===== config.mk =====
export PLATFORM = sky130hd
export DESIGN_NAME = gpc_4t_ifetch
export DESIGN_NICKNAME = d
export VERILOG_FILES = /design/src/rtl/gpc_4t_ifetch.sv
export SDC_FILE = /design/constraint.sdc
export NUM_CORES = 1
export LEC_CHECK = 0
export CORE_MARGIN = 3
export CORE_UTILIZATION = 62
export DETAILED_ROUTE_END_ITERATION = 7
export DONT_BUFFER_PORTS = 1
export PLACE_DENSITY = 0.76
export SKIP_CTS_REPAIR_TIMING = 1
export SYNTH_ARGS = -nofsm -noshare
export SYNTH_HDL_FRONTEND = slang
export SYNTH_SLANG_ARGS = --single-unit

===== constraint.sdc =====
create_clock -name clock -period 3.18 [get_ports clock]
set_input_delay 0.318 -clock clock [delete_from_list [all_inputs] [get_ports clock]]
set_output_delay 0.318 -clock clock [all_outputs]
set_load 0.005 [all_outputs]

===== src/rtl/gpc_4t_ifetch.sv =====
`default_nettype none
// ============================================================================
// Module      : gpc_4t_ifetch
// Description : Four-thread round-robin instruction fetch requester with a
//               2-entry return FIFO and a muxed program-load write path.
// Revision    : 1.0 - initial release
// ============================================================================
module gpc_4t_ifetch #(
    parameter logic [31:0] RESET_PC    = 32'h0000_0000,
    parameter int          NUM_THREADS = 4
) (
    input  logic                           clock,
    input  logic                           rst,
    input  logic [NUM_THREADS-1:0]         thread_en,
    input  logic                           redirect_valid,
    input  logic [$clog2(NUM_THREADS)-1:0] redirect_thread,
    input  logic [31:0]                    redirect_pc,
    input  logic                           ld_valid,
    input  logic [31:0]                    ld_address,
    input  logic [31:0]                    ld_data,
    output logic                           ld_ready,
    output logic [31:0]                    mem_address,
    output logic [31:0]                    mem_data,
    output logic                           mem_rden,
    output logic                           mem_wren,
    input  logic [31:0]                    mem_q,
    output logic                           fetch_valid,
    input  logic                           fetch_ready,
    output logic [$clog2(NUM_THREADS)-1:0] fetch_thread,
    output logic [31:0]                    fetch_pc,
    output logic [31:0]                    fetch_instr
);

    localparam int c_TID_W = $clog2(NUM_THREADS);

    logic [31:0]        r_pc [NUM_THREADS];
    logic [c_TID_W-1:0] r_rr;
    logic               r_inflight;
    logic [c_TID_W-1:0] r_tag_thread;
    logic [31:0]        r_tag_pc;

    // Return FIFO; slot 0 is always the head, entries are kept compacted.
    logic [1:0]         r_v;
    logic [c_TID_W-1:0] r_th  [2];
    logic [31:0]        r_fpc [2];
    logic [31:0]        r_ins [2];

    logic [NUM_THREADS-1:0] w_elig;
    logic                   w_found;
    logic [c_TID_W-1:0]     w_sel;
    logic [c_TID_W-1:0]     w_cand;
    logic                   w_load;
    logic [1:0]             w_occ;
    logic                   w_room;
    logic                   w_issue;
    logic                   w_push;
    logic                   w_pop;
    logic                   w_keep0;
    logic                   w_keep1;
    logic [1:0]             w_nv;
    logic [c_TID_W-1:0]     w_nth  [2];
    logic [31:0]            w_npc  [2];
    logic [31:0]            w_nins [2];

    // A thread being redirected this cycle may not issue from its stale PC.
    always_comb begin
        for (int t = 0; t < NUM_THREADS; t++) begin
            w_elig[t] = thread_en[t] && !(redirect_valid && (redirect_thread == c_TID_W'(t)));
        end
    end

    always_comb begin
        w_found = 1'b0;
        w_sel   = '0;
        w_cand  = '0;
        for (int i = 1; i <= NUM_THREADS; i++) begin
            w_cand = r_rr + c_TID_W'(i);
            if (!w_found && w_elig[w_cand]) begin
                w_found = 1'b1;
                w_sel   = w_cand;
            end
        end
    end

    assign w_load  = ld_valid && !rst;
    assign w_occ   = {1'b0, r_v[0]} + {1'b0, r_v[1]} + {1'b0, r_inflight};
    assign w_room  = (w_occ < 2'd2);
    assign w_issue = !rst && !ld_valid && w_room && w_found;

    assign ld_ready    = w_load;
    assign mem_wren    = w_load;
    assign mem_rden    = w_issue;
    assign mem_address = w_load ? ld_address : (w_issue ? r_pc[w_sel] : 32'h0);
    assign mem_data    = w_load ? ld_data : 32'h0;

    assign fetch_valid  = r_v[0];
    assign fetch_thread = r_th[0];
    assign fetch_pc     = r_fpc[0];
    assign fetch_instr  = r_ins[0];

    assign w_push  = r_inflight && !(redirect_valid && (redirect_thread == r_tag_thread));
    assign w_pop   = r_v[0] && fetch_ready;
    assign w_keep0 = r_v[0] && !w_pop && !(redirect_valid && (redirect_thread == r_th[0]));
    assign w_keep1 = r_v[1] && !(redirect_valid && (redirect_thread == r_th[1]));

    // Survivors move toward the head in order; the returning word lands behind them.
    always_comb begin
        w_nv      = 2'b00;
        w_nth[0]  = '0;
        w_nth[1]  = '0;
        w_npc[0]  = 32'h0;
        w_npc[1]  = 32'h0;
        w_nins[0] = 32'h0;
        w_nins[1] = 32'h0;
        if (w_keep0) begin
            w_nv[0] = 1'b1; w_nth[0] = r_th[0]; w_npc[0] = r_fpc[0]; w_nins[0] = r_ins[0];
        end else if (w_keep1) begin
            w_nv[0] = 1'b1; w_nth[0] = r_th[1]; w_npc[0] = r_fpc[1]; w_nins[0] = r_ins[1];
        end else if (w_push) begin
            w_nv[0] = 1'b1; w_nth[0] = r_tag_thread; w_npc[0] = r_tag_pc; w_nins[0] = mem_q;
        end
        if (w_keep0 && w_keep1) begin
            w_nv[1] = 1'b1; w_nth[1] = r_th[1]; w_npc[1] = r_fpc[1]; w_nins[1] = r_ins[1];
        end else if ((w_keep0 ^ w_keep1) && w_push) begin
            w_nv[1] = 1'b1; w_nth[1] = r_tag_thread; w_npc[1] = r_tag_pc; w_nins[1] = mem_q;
        end
    end

    always_ff @(posedge clock) begin
        if (rst) begin
            for (int t = 0; t < NUM_THREADS; t++) begin
                r_pc[t] <= RESET_PC;
            end
            r_rr         <= c_TID_W'(NUM_THREADS - 1);
            r_inflight   <= 1'b0;
            r_tag_thread <= '0;
            r_tag_pc     <= 32'h0;
            r_v          <= 2'b00;
            for (int e = 0; e < 2; e++) begin
                r_th[e]  <= '0;
                r_fpc[e] <= 32'h0;
                r_ins[e] <= 32'h0;
            end
        end else begin
            for (int t = 0; t < NUM_THREADS; t++) begin
                if (redirect_valid && (redirect_thread == c_TID_W'(t))) begin
                    r_pc[t] <= redirect_pc;
                end else if (w_issue && (w_sel == c_TID_W'(t))) begin
                    r_pc[t] <= r_pc[t] + 32'd4;
                end
            end
            r_inflight <= w_issue;
            if (w_issue) begin
                r_rr         <= w_sel;
                r_tag_thread <= w_sel;
                r_tag_pc     <= r_pc[w_sel];
            end
            r_v <= w_nv;
            for (int e = 0; e < 2; e++) begin
                r_th[e]  <= w_nth[e];
                r_fpc[e] <= w_npc[e];
                r_ins[e] <= w_nins[e];
            end
        end
    end

endmodule
`default_nettype wire


Yosys cells after proc, flatten, opt, wreduce, memory -nomap -nowiden:

Memories as Yosys holds them, arrays and structs flattened.
Index checks and enable logic that the tools add are counted.

* input bits: 139
* memory bits (writable): 260
* register bits after elaboration: 39
* latch bits: 0
* output and inout port bits: 134
* memories kept: 4
* bits in read-only memories: 0

Memory list
* r_pc: words 4, width 32, read ports 5, clocked after memory_dff 0, write ports 4, line 36 `logic [31:0] r_pc [NUM_THREADS];`
* r_fpc: words 2, width 32, read ports 2, clocked after memory_dff 0, write ports 2, line 45 `logic [31:0] r_fpc [2];`
* r_ins: words 2, width 32, read ports 2, clocked after memory_dff 0, write ports 2, line 46 `logic [31:0] r_ins [2];`
* r_th: words 2, width 2, read ports 2, clocked after memory_dff 0, write ports 2, line 44 `logic [c_TID_W-1:0] r_th [2];`

* add/sub/neg operators: 9
* $mul: 0
* bitwise logic cells: 15
* eq/ne operators: 9
* magnitude comparators: 5
* divide/modulo/power cells: 0
* shifts and indexed selects: 0
* reduce and logical (&&, ||, !) cells: 44
* mux-type cells: 84

Operator list (number)
* $mux W32: 25
* $add A32 B3 Y32 const B: 4
* $mux W1: 44
* $logic_and A1 B1 Y1: 29
* $mux W2: 11
* $or A1 B1 Y1: 14
* $logic_not A1 Y1: 13
* $lt A2 B3 Y1 const B: 4
* $bmux W1 S2: 4
* $eq A2 B2 Y1 const B: 4
* $eq A2 B2 Y1: 3
* $add A2 B2 Y2 const B: 2
* $eq A2 B1 Y1 const B: 2
* $logic_not A2 Y1: 2
* $add A1 B1 Y2: 1
* $add A2 B1 Y2: 1
* $add A2 B1 Y2 const B: 1
* $lt A2 B2 Y1 const B: 1
* $xor A1 B1 Y1: 1

Depth between registers and ports, before layout:

Gate-level depths: netlist of run 1.

* depth after elaboration: 23
* depth in mapped cells: 13

Worst setup path before layout of run 1:

No wires, ideal clock.

* path kind: in2reg
* start point: in redirect_thread[0]
* end point: mem r_ins[1][12] (netlist: r_ins[0][44])
* stages on the path: 10
* arrival time: 2.704 ns
* path slack: 0.348 ns
* cell sequence: buf_4 xnor2_1 a31oi_1 clkbuf_1 ha_1 clkbuf_1 clkbuf_1 clkbuf_1 mux2i_1 nor2_1

RTL lines
* start: declaration: line 16 `input logic [$clog2(NUM_THREADS)-1:0] redirect_thread,`
* end: declaration: line 46

Worst setup path after layout of run 1:

* start point: reg r_v[0]
* end point: out mem_address[10]

* word-level cells in the longest chain between the ends: 7

RTL lines
* start: declaration: line 43 `logic [1:0] r_v;`
* start signal: assignment: line 158 `r_v <= w_nv;`
* $add A1 B1 Y2: line 86 `assign w_occ = {1'b0, r_v[0]} + {1'b0, r_v[1]} + {1'b0, r_inflight};`
* $add A2 B1 Y2: line 86
* $lt A2 B2 Y1: line 87 `assign w_room = (w_occ < 2'd2);`
* $logic_and A1 B1 Y1 (2 in series): line 88 `assign w_issue = !rst && !ld_valid && w_room && w_found;`
* named net mem_rden: line 24 `output logic mem_rden,`
* $mux W32 (2 in series): line 93 `assign mem_address = w_load ? ld_address : (w_issue ? r_pc[w_sel] : 32'h0);`
* end: declaration: line 22 `output logic [31:0] mem_address,`

The timed path passes the listed nets, and every way through them passes these cells.

==> metrics.yaml, run 1 <==
worst_setup_path:
  worst_setup_path_end_kind: "primary output"
  path_class: "reg2out"
  cpLargestDelayFamily: "compound AO/OA/AOI/OAI gates"
  crit_top_cell: "o21ai_2"
  worstPathRequired_ns: 2.86
  critPathBufInv: 1
  worst_ep_arrival_time_ns: 2.82
  slowest_delay_ns: 0.43
  cp_cell_sequence: "ha_1 > a2111oi_4 > o21ai_2 > inv_2 > o21ai_2 > o22ai_1 > a21o_1"
  crit_fanout: 15
  r2r_slack_ns: 0.64
  cp-start-kind: "flip-flop"
  cp_slowest_cell: "o22ai_1"
yosys:
  synth_common_cells: "nand2_1 (186), dfxtp_1 (171), nor2_1 (167)"
  yosysMostFrequentCell: "nand2_1"
  avgSynthCellArea_um2: 9.44
  synthCells: 1663
  synth-seq-cells: 299
  yosys.area.top_type: "edfxtp_1"
  synth_area_um2: 15700
  yosysUniqueCellTypes: 54
  yosysSeqAreaShare: 0.463
  syn-num-nets: 1808
  synth-edff-count: 128
  yosysWarnings: 0
  synth.top_cell.area_share: 0.245
  async_reset_ff_frac: 0
  ys.flop_type: "dfxtp_1"
  synthTopCellsByArea: "edfxtp_1 (24%), dfxtp_1 (22%), mux2i_1 (8.2%)"
clocking:
  cts_sinks: 299
  htree_levels: 2
  clk_path_buf_depth: 3
  clkTransAtPathRegs_ns: 0.06
  cts_made_buffers: 34
  root_buffer: "clkbuf_16"
  cts_tree: "yes"
  worstSkewPairLatency_ns: 0.51
timing:
  skew_ns: 0.0279
  drv_slew: 0
  worst_slew_pin_slew_ns: 1.16
  tns_ns: 0
  grt_setup_unrepaired: "yes"
  fin_crit_ns: 3.14
  hold_violations: 4
  slew_headroom: 0.225
  max_freq_mhz: 319
  timing.final.crit_share: 0.987
  finalSetupViolations: 0
  hold_ws_ns: -0.0323
outcome:
  status: "finished with violations"
  violations: "negative hold slack"
detailed_routing:
  antenna_left: 0
  dr_wl_met2_um: 19700
  wl_met1_um: 18900
  viasPerCell: 6.60
  top_layer: "met4"
  vias: 12751
  met3_length_um: 5330
  wl_um: 44800
  drc_errors: 0
  first_pass_iters: 5
  wl_per_cell_um: 23.2
  drt_iter0_markers: 1522
die:
  ios: 273
  rows: 57
  start_util: 0.638
  die_area_um2: 27300
  die_w_um: 165
  coreArea_um2: 24600
  die_h_um: 165
layout:
  syn2layout_area_growth_pct: 7.43
  antenna_cells: 0
  drive_above_1_share: 0.0696
  final_core_util: 0.685
  fin_nets: 1733
  n_fill_cell: 1919
pwr:
  leakagePower_nw: 6.03
  power.density_nw_per_um2: 548
  ir_drop_v: 0.000449
place:
  dp_hpwl_um: 31100
  port_buffers: 0
  gp_congestion: 1.01
global_route:
  grt_pass1_vias: 11636
  grtUsageTotal: 0.312
  grt_pass1_wl_um: 66700
  grt_max_degree: 86
  antenna_found_initial: 0
  overflow: 0
job:
  max_cap_viol_count: 0
worst_hold_path:
  hp-class: "in2reg"
==> kinds of logic after synthesis <==
logic type / share of synthesized area
flops: 0.463
fa+ha+maj: 0.00478
compound gates: 0.133
simple gates: 0.187
xor+xnor: 0.0653
mux: 0.0823
buf+inv: 0.0652
==> cell usage in the layout, fill, tap and decap left out, types with 4 or more instances in the layout <==
cell type,synthesis,layout
dlygate4sd3_1,0,30
o21ai_0,59,59
nand2b_1,14,14
clkbuf_16,0,35
edfxtp_1,128,128
xor2_1,71,71
a21oi_1,8,8
o221ai_1,35,34
nand2_1,186,186
and4_1,10,10
dfxtp_1,171,171
clkinv_2,0,4
buf_4,75,30
inv_1,17,16
a21o_1,30,30
nor3_1,78,78
clkbuf_8,0,5
xnor2_1,46,46
mux2i_1,128,128
and2_1,43,43
and3_1,21,21
clkbuf_1,75,9
nand3_1,51,51
nor2_1,167,162
a221oi_1,67,67
nor2_2,0,5
ha_1,6,5
nand4_1,26,26
o22ai_1,17,17
o21ai_1,62,61
==> stage by stage <==
step	worst slack [ns]	instance area [um2]	std cells	power [mW]
2_1_floorplan	0.348	15700	1663	5.26
3_3_place_gp	0.577	15500	1845	5.49
3_5_place_dp	0.427	15500	1845	5.51
4_1_cts	0.0576	16500	1902	9.20
5_1_grt	-0.0875	16900	1933	9.56
6_report	0.0425	16900	1933	9.24
==> power by group <==
| group | internal (mW) | switching (mW) |
|---|---|---|
| combinational | 0.401 | 0.581 |
| clock | 2.21 | 1.51 |
| sequential | 4.25 | 0.289 |
| total | 6.87 | 2.38 |
==> routing by layer <==
| metal | track usage | vias to the layer above |
|---|---|---|
| met4 | 0.0743 | 0 |
| met3 | 0.0668 | 81 |
| met2 | 0.465 | 719 |
| met1 | 0.467 | 6183 |
| li1 | - | 5768 |
| met5 | 0 | - |
==> worst register-to-register path, delay by kind of cell, from the launching register on <==
kind                     cells  cell delay [ns]
AND/OR/NAND/NOR              4             1.35
AO/OA/AOI/OAI                1             0.10
flip-flops                   1             0.39
adder cells (fa/ha/maj)      1             0.24
XOR/XNOR                     1             0.17
==> state kept, by name, indices dropped and copies added, names as in the netlist <==
register and count:
r_tag_thread 2, r_inflight 1, r_rr 2, r_ins 64, r_th 4, r_fpc 64
r_tag_pc 32, r_v 2, r_pc 128
==> path summary, 6_finish.rpt <==
kind / startpoint / end / depth (start not counted)
min reg2reg: r_tag_pc[17] / r_tag_pc[17] / 1
max reg2reg: r_pc[1][2] / r_pc[1][26] / 7
max: r_v[0] / mem_address[10] / 7
min: mem_q[28] / r_ins[0][60] / 2
==> layout make-up <==
class | count | area [um2] | share of cell area
Multi-Input combinational cell | 1172 | 7480 | 0.444
Sequential cell | 299 | 7270 | 0.431
Clock buffer | 49 | 978 | 0.0580
Timing Repair Buffer | 63 | 593 | 0.0352
Tap cell | 324 | 405 | 0.0240
Clock inverter | 8 | 71.3 | 0.00423
Inverter | 18 | 67.6 | 0.00401
Power figures use the tool's default switching activity.
==> run 2, diff against run 1 <==
--- a/config.mk
+++ b/config.mk
@@ -14,3 +14,4 @@
 export SYNTH_ARGS = -nofsm -noshare
 export SYNTH_HDL_FRONTEND = slang
 export SYNTH_SLANG_ARGS = --single-unit
+export TNS_END_PERCENT = 20
==> constraint.sdc (replaced) <==
create_clock -name clock -period 3.1 [get_ports clock]
set_input_delay 0.31 -clock clock [delete_from_list [all_inputs] [get_ports clock]]
set_output_delay 0.31 -clock clock [all_outputs]
set_load 0.005 [all_outputs]
==> metrics.yaml, run 2 (same netlist as run 1, synthesis figures left out) <==
die:
  rows: 57
  coreArea_um2: 24600
  die_h_um: 165
  ios: 273
  start_util: 0.638
  die_w_um: 165
  die_area_um2: 27300
global_route:
  antenna_found_initial: 4
  grt_pass1_vias: 11783
  grt_pass1_wl_um: 66500
  grtUsageMet3: 0.0831
  met2_usage: 0.475
  grtUsageTotal: 0.309
  gr-max-usage-layer: "met2"
  use_met1: 0.436
  grt_max_degree: 86
  overflow: 0
worst_setup_path:
  cp-start-kind: "flip-flop"
  worstPathRequired_ns: 2.79
  path_class: "reg2out"
  crit_fanout: 33
  worst_ep_arrival_time_ns: 2.77
  cp_cell_sequence: "nand2b_1 > o21a_1 > a211oi_4 > buf_12 > mux2i_1 > o22ai_1 > a21o_1"
  worst_setup_path_end_kind: "primary output"
  critPathBufInv: 1
  slowest_delay_ns: 0.45
  cpLargestDelayFamily: "compound AO/OA/AOI/OAI gates"
  cp_slowest_cell: "mux2i_1"
layout:
  fin_nets: 1769
  top_regs: "r_pc: 128 flops, r_fpc: 64 flops, r_ins: 64 flops"
  drive_above_1_share: 0.0734
  final_core_util: 0.700
  largest-register: "r_pc"
  largest_reg_flops: 128
  layout_commonest_cell: "nand2_1"
  final_cell_mix: "nand2_1 (186), dfxtp_1 (171), nor2_1 (162)"
  syn2layout_area_growth_pct: 9.64
  n_fill_cell: 1909
detailed_routing:
  drc_errors: 0
  wl_per_cell_um: 23.0
  drt_iter0_markers: 1295
  antenna_left: 0
  viasPerCell: 6.54
  vias: 12912
  wl_um: 45300
  first_pass_iters: 5
clocking:
  worstSkewPairLatency_ns: 0.56
  cts_sinks: 299
  cts_made_buffers: 31
  root_buffer: "clkbuf_16"
  clkTransAtPathRegs_ns: 0.06
  htree_levels: 1
  clk_path_buf_depth: 3
  cts_tree: "yes"
place:
  port_buffers: 0
  gp_congestion: 0.924
  dp_hpwl_um: 30600
  pre_cts_ws_ns: 0.398
timing:
  skew_ns: 0.0183
  hold_ws_ns: -0.0208
  timing.final.crit_share: 0.993
  slew_headroom: 0.200
  finalSetupViolations: 0
  hold_violations: 8
  fin_crit_ns: 3.08
  worst_slew_pin_slew_ns: 1.20
  worst_slack_ns: 0.0216
  max_freq_mhz: 325
  grt_setup_unrepaired: "yes"
  drv_slew: 0
outcome:
  violations: "negative hold slack"
  status: "finished with violations"
job:
  max_cap_viol_count: 0
pwr:
  ir_drop_v: 0.000411
  power.density_nw_per_um2: 542
  leakagePower_nw: 6.17
worst_hold_path:
  hp-class: "in2reg"
[run 2: changes by cell type in the layout (fill, tap and decap cells not counted), moves of 2 or more]
cell / before / now
mux2i_1: 128 / 124
clkbuf_1: 9 / 11
diode_2: 0 / 2
clkbuf_16: 35 / 31
buf_4: 30 / 33
clkinv_2: 4 / 7
dlygate4sd3_1: 30 / 65
mux2i_2: 0 / 4
[run 2: layout make-up]
cell class	instances	area, um2	share of cell area
multi-input cells	1172	7510	0.437
inverters	18	67.6	0.00392
well taps	324	405	0.0235
diodes	2	5.00	0.000291
clock buffers	47	886	0.0515
repair buffers	102	986	0.0573
clock inverters	10	82.6	0.00480
flip-flops and latches	299	7270	0.422
[run 2: power by group]
part           leakage, nW  internal (mW)  switching (mW)
combinational         2.95          0.457           0.673
clock                0.481           2.05            1.52
sequential            2.73           4.36           0.279
[run 2: metrics by stage]
| stage | hold slack (ns) | power (mW) | setup TNS, ns | area, um2 | std cells |
|---|---|---|---|---|---|
| global placement | 0.392 | 5.65 | 0 | 15500 | 1849 |
| CTS | -0.180 | 9.18 | 0 | 16500 | 1906 |
| floorplan | 0.449 | 5.40 | 0 | 15700 | 1663 |
| finish | -0.0208 | 9.33 | 0 | 17200 | 1974 |
| global route | 0.000260 | 9.65 | -0.659 | 17200 | 1974 |
| detailed placement | 0.393 | 5.67 | 0 | 15500 | 1849 |
[run 2: worst paths after layout]
check	start	endpoint	slack [ns]	cells after the start
setup / recovery	r_rr[0]	mem_address[11]	0.02	7
setup reg to reg	r_th[0][1]	r_fpc[0][35]	0.63	9
hold / removal	mem_q[18]	r_ins[0][18]	-0.02	2
hold reg to reg	r_tag_pc[23]	r_tag_pc[23]	0.48	1
[run 2: routing by layer]
metal | vias to the layer above | routed length (um) | part of all wire
met2 | 702 | 20500 | 0.45
met5 | - | 22 | 0.00049
met4 | 4 | 895 | 0.020
met3 | 86 | 5280 | 0.12
met1 | 6268 | 18700 | 0.41
li1 | 5852 | - | -
==> run 3, diff against run 2 <==
--- a/config.mk
+++ b/config.mk
@@ -6,10 +6,9 @@
 export NUM_CORES = 1
 export LEC_CHECK = 0
 export CORE_MARGIN = 3
-export CORE_UTILIZATION = 62
+export CORE_UTILIZATION = 54
 export DETAILED_ROUTE_END_ITERATION = 7
-export DONT_BUFFER_PORTS = 1
-export PLACE_DENSITY = 0.76
+export PLACE_DENSITY_LB_ADDON = 0.1
 export SKIP_CTS_REPAIR_TIMING = 1
 export SYNTH_ARGS = -nofsm -noshare
 export SYNTH_HDL_FRONTEND = slang
==> metrics.yaml, run 3 (same netlist as run 1, synthesis figures left out) <==
detailed_routing:
  viasPerCell: 5.97
  wl_um: 48800
  drt_iter0_markers: 1625
  drc_errors: 0
  first_pass_iters: 6
  wl_per_cell_um: 21.1
  vias: 13850
  antenna_left: 0
die:
  rows: 61
  ios: 273
  die_w_um: 177
  die_area_um2: 31200
  start_util: 0.556
  die_h_um: 177
  coreArea_um2: 28200
pwr:
  leakagePower_nw: 7.75
  ir_drop_v: 0.000514
  total_power_mw: 10.3
  power.density_nw_per_um2: 501
layout:
  regArea_um2: 7270
  largest_reg_flops: 128
  multi_input_area_um2: 7750
  layout_commonest_cell: "clkdlybuf4s50_1"
  syn2layout_area_growth_pct: 31.2
  top_regs: "r_pc: 128 flops, r_fpc: 64 flops, r_ins: 64 flops"
  final_cell_mix: "clkdlybuf4s50_1 (249), nand2_1 (186), dfxtp_1 (171)"
  drive_above_1_share: 0.119
  final_area_um2: 20600
  largest-register: "r_pc"
  fin_nets: 2059
  n_fill_cell: 2128
timing:
  drv_slew: 0
  max_freq_mhz: 300
  slew_headroom: 0.344
  skew_ns: 0.0157
  worst_slack_ns: -0.229
  timing.final.crit_share: 1.07
  worst_slew_pin_slew_ns: 0.984
  grt_setup_unrepaired: "yes"
  hold_violations: 0
  finalSetupViolations: 17
  fin_crit_ns: 3.33
global_route:
  overflow: 0
  grt_pass1_wl_um: 73700
  grtUsageMet3: 0.0503
  antenna_found_initial: 3
  met2_usage: 0.467
  grt_pass1_vias: 13161
  gr-max-usage-layer: "met2"
  grt_max_degree: 84
  grtUsageTotal: 0.296
  use_met1: 0.430
worst_setup_path:
  worstPathRequired_ns: 2.79
  path_class: "reg2out"
  cp_cell_sequence: "ha_1 > a2111oi_4 > buf_4 > buf_4 > o21ai_2 > buf_12 > o221ai_1 > clkdlybuf4s50_1"
  crit_top_cell: "buf_4"
  cpLargestDelayFamily: "buffers and inverters"
  cp.depth: 8
  cp-start-kind: "flip-flop"
  r2r_slack_ns: 0.42
  critPathLaunch: "r_inflight"
  crit_fanout: 16
  cp_slowest_cell: "clkdlybuf4s50_1"
  reg2reg_depth: 10
  endpoint: "mem_address[16]"
  worst_ep_arrival_time_ns: 3.02
  slowest_delay_ns: 0.58
  r2r-end: "r_pc[0][29]"
  r2r_start: "r_inflight"
  critPathBufInv: 4
  worst_setup_path_end_kind: "primary output"
clocking:
  cts_sinks: 299
  clk_path_buf_depth: 3
  clkTransAtPathRegs_ns: 0.06
  cts_tree: "yes"
  worstSkewPairLatency_ns: 0.51
  root_buffer: "clkbuf_16"
  cts_made_buffers: 34
  htree_levels: 2
job:
  max_cap_viol_count: 0
outcome:
  status: "finished with violations"
  violations: "negative setup slack"
place:
  port_buffers: 272
  dp_hpwl_um: 34300
  gp_congestion: 0.911
  dpl_cell_area_um2: 19000
worst_hold_path:
  hp-class: "in2reg"
## run 3: worst min-delay path by stage
stage / startpoint / endpoint / slack [ns] / cells past startpoint
2_1_floorplan: r_tag_pc[0] / r_tag_pc[0] / 0.45 / 1
5_1_grt: rst / r_inflight / 0.38 / 6
3_3_place_gp: r_tag_pc[15] / r_tag_pc[15] / 0.46 / 1
6_report: rst / r_inflight / 0.37 / 6
3_5_place_dp: r_tag_pc[23] / r_tag_pc[23] / 0.47 / 1
4_1_cts: rst / r_inflight / 0.26 / 5
## run 3: tightest hold or removal path, cell delays in order
cell and delay [ns]:
buf_4 0.12, a2111oi_4 0.06, o21ai_2 0.07, buf_4 0.11
buf_4 0.11, inv_1 0.04
## run 3: final cells by class
type                            instances  share of cell area
Antenna cell                            3            0.000364
Clock buffer                           46              0.0474
Clock inverter                         13             0.00583
Inverter                               18             0.00328
Multi-Input combinational cell       1172               0.376
Sequential cell                       299               0.353
Tap cell                              378              0.0230
Timing Repair Buffer                  389               0.191
## run 3: layer usage
layer	up-vias	routed length, um
li1	6428	-
met1	6657	20400
met2	684	22500
met3	81	4790
met4	0	1080
met5	-	0
## run 3: per-stage QoR
stage          setup TNS (ns)  setup slack (ns)  hold WS (ns)  utilization  std cells
2_1_floorplan               0             0.276         0.449            -       1663
3_3_place_gp           -10.08            -0.502         0.460        0.674       2244
3_5_place_dp           -11.79            -0.558         0.472        0.674       2244
4_1_cts                -10.50            -0.549         0.260        0.712       2303
5_1_grt                 -3.61            -0.271         0.382        0.730       2318
6_report                -1.88            -0.229         0.367        0.730       2318
## run 3: where the power goes
group | internal [mW] | total (mW) | switching [mW] | leakage (nW)
registers | 4.36 | 4.66 | 0.301 | 2.73
clock network | 2.37 | 3.97 | 1.60 | 0.538
logic | 0.895 | 1.68 | 0.785 | 4.48
total | 7.63 | 10.3 | 2.68 | 7.75
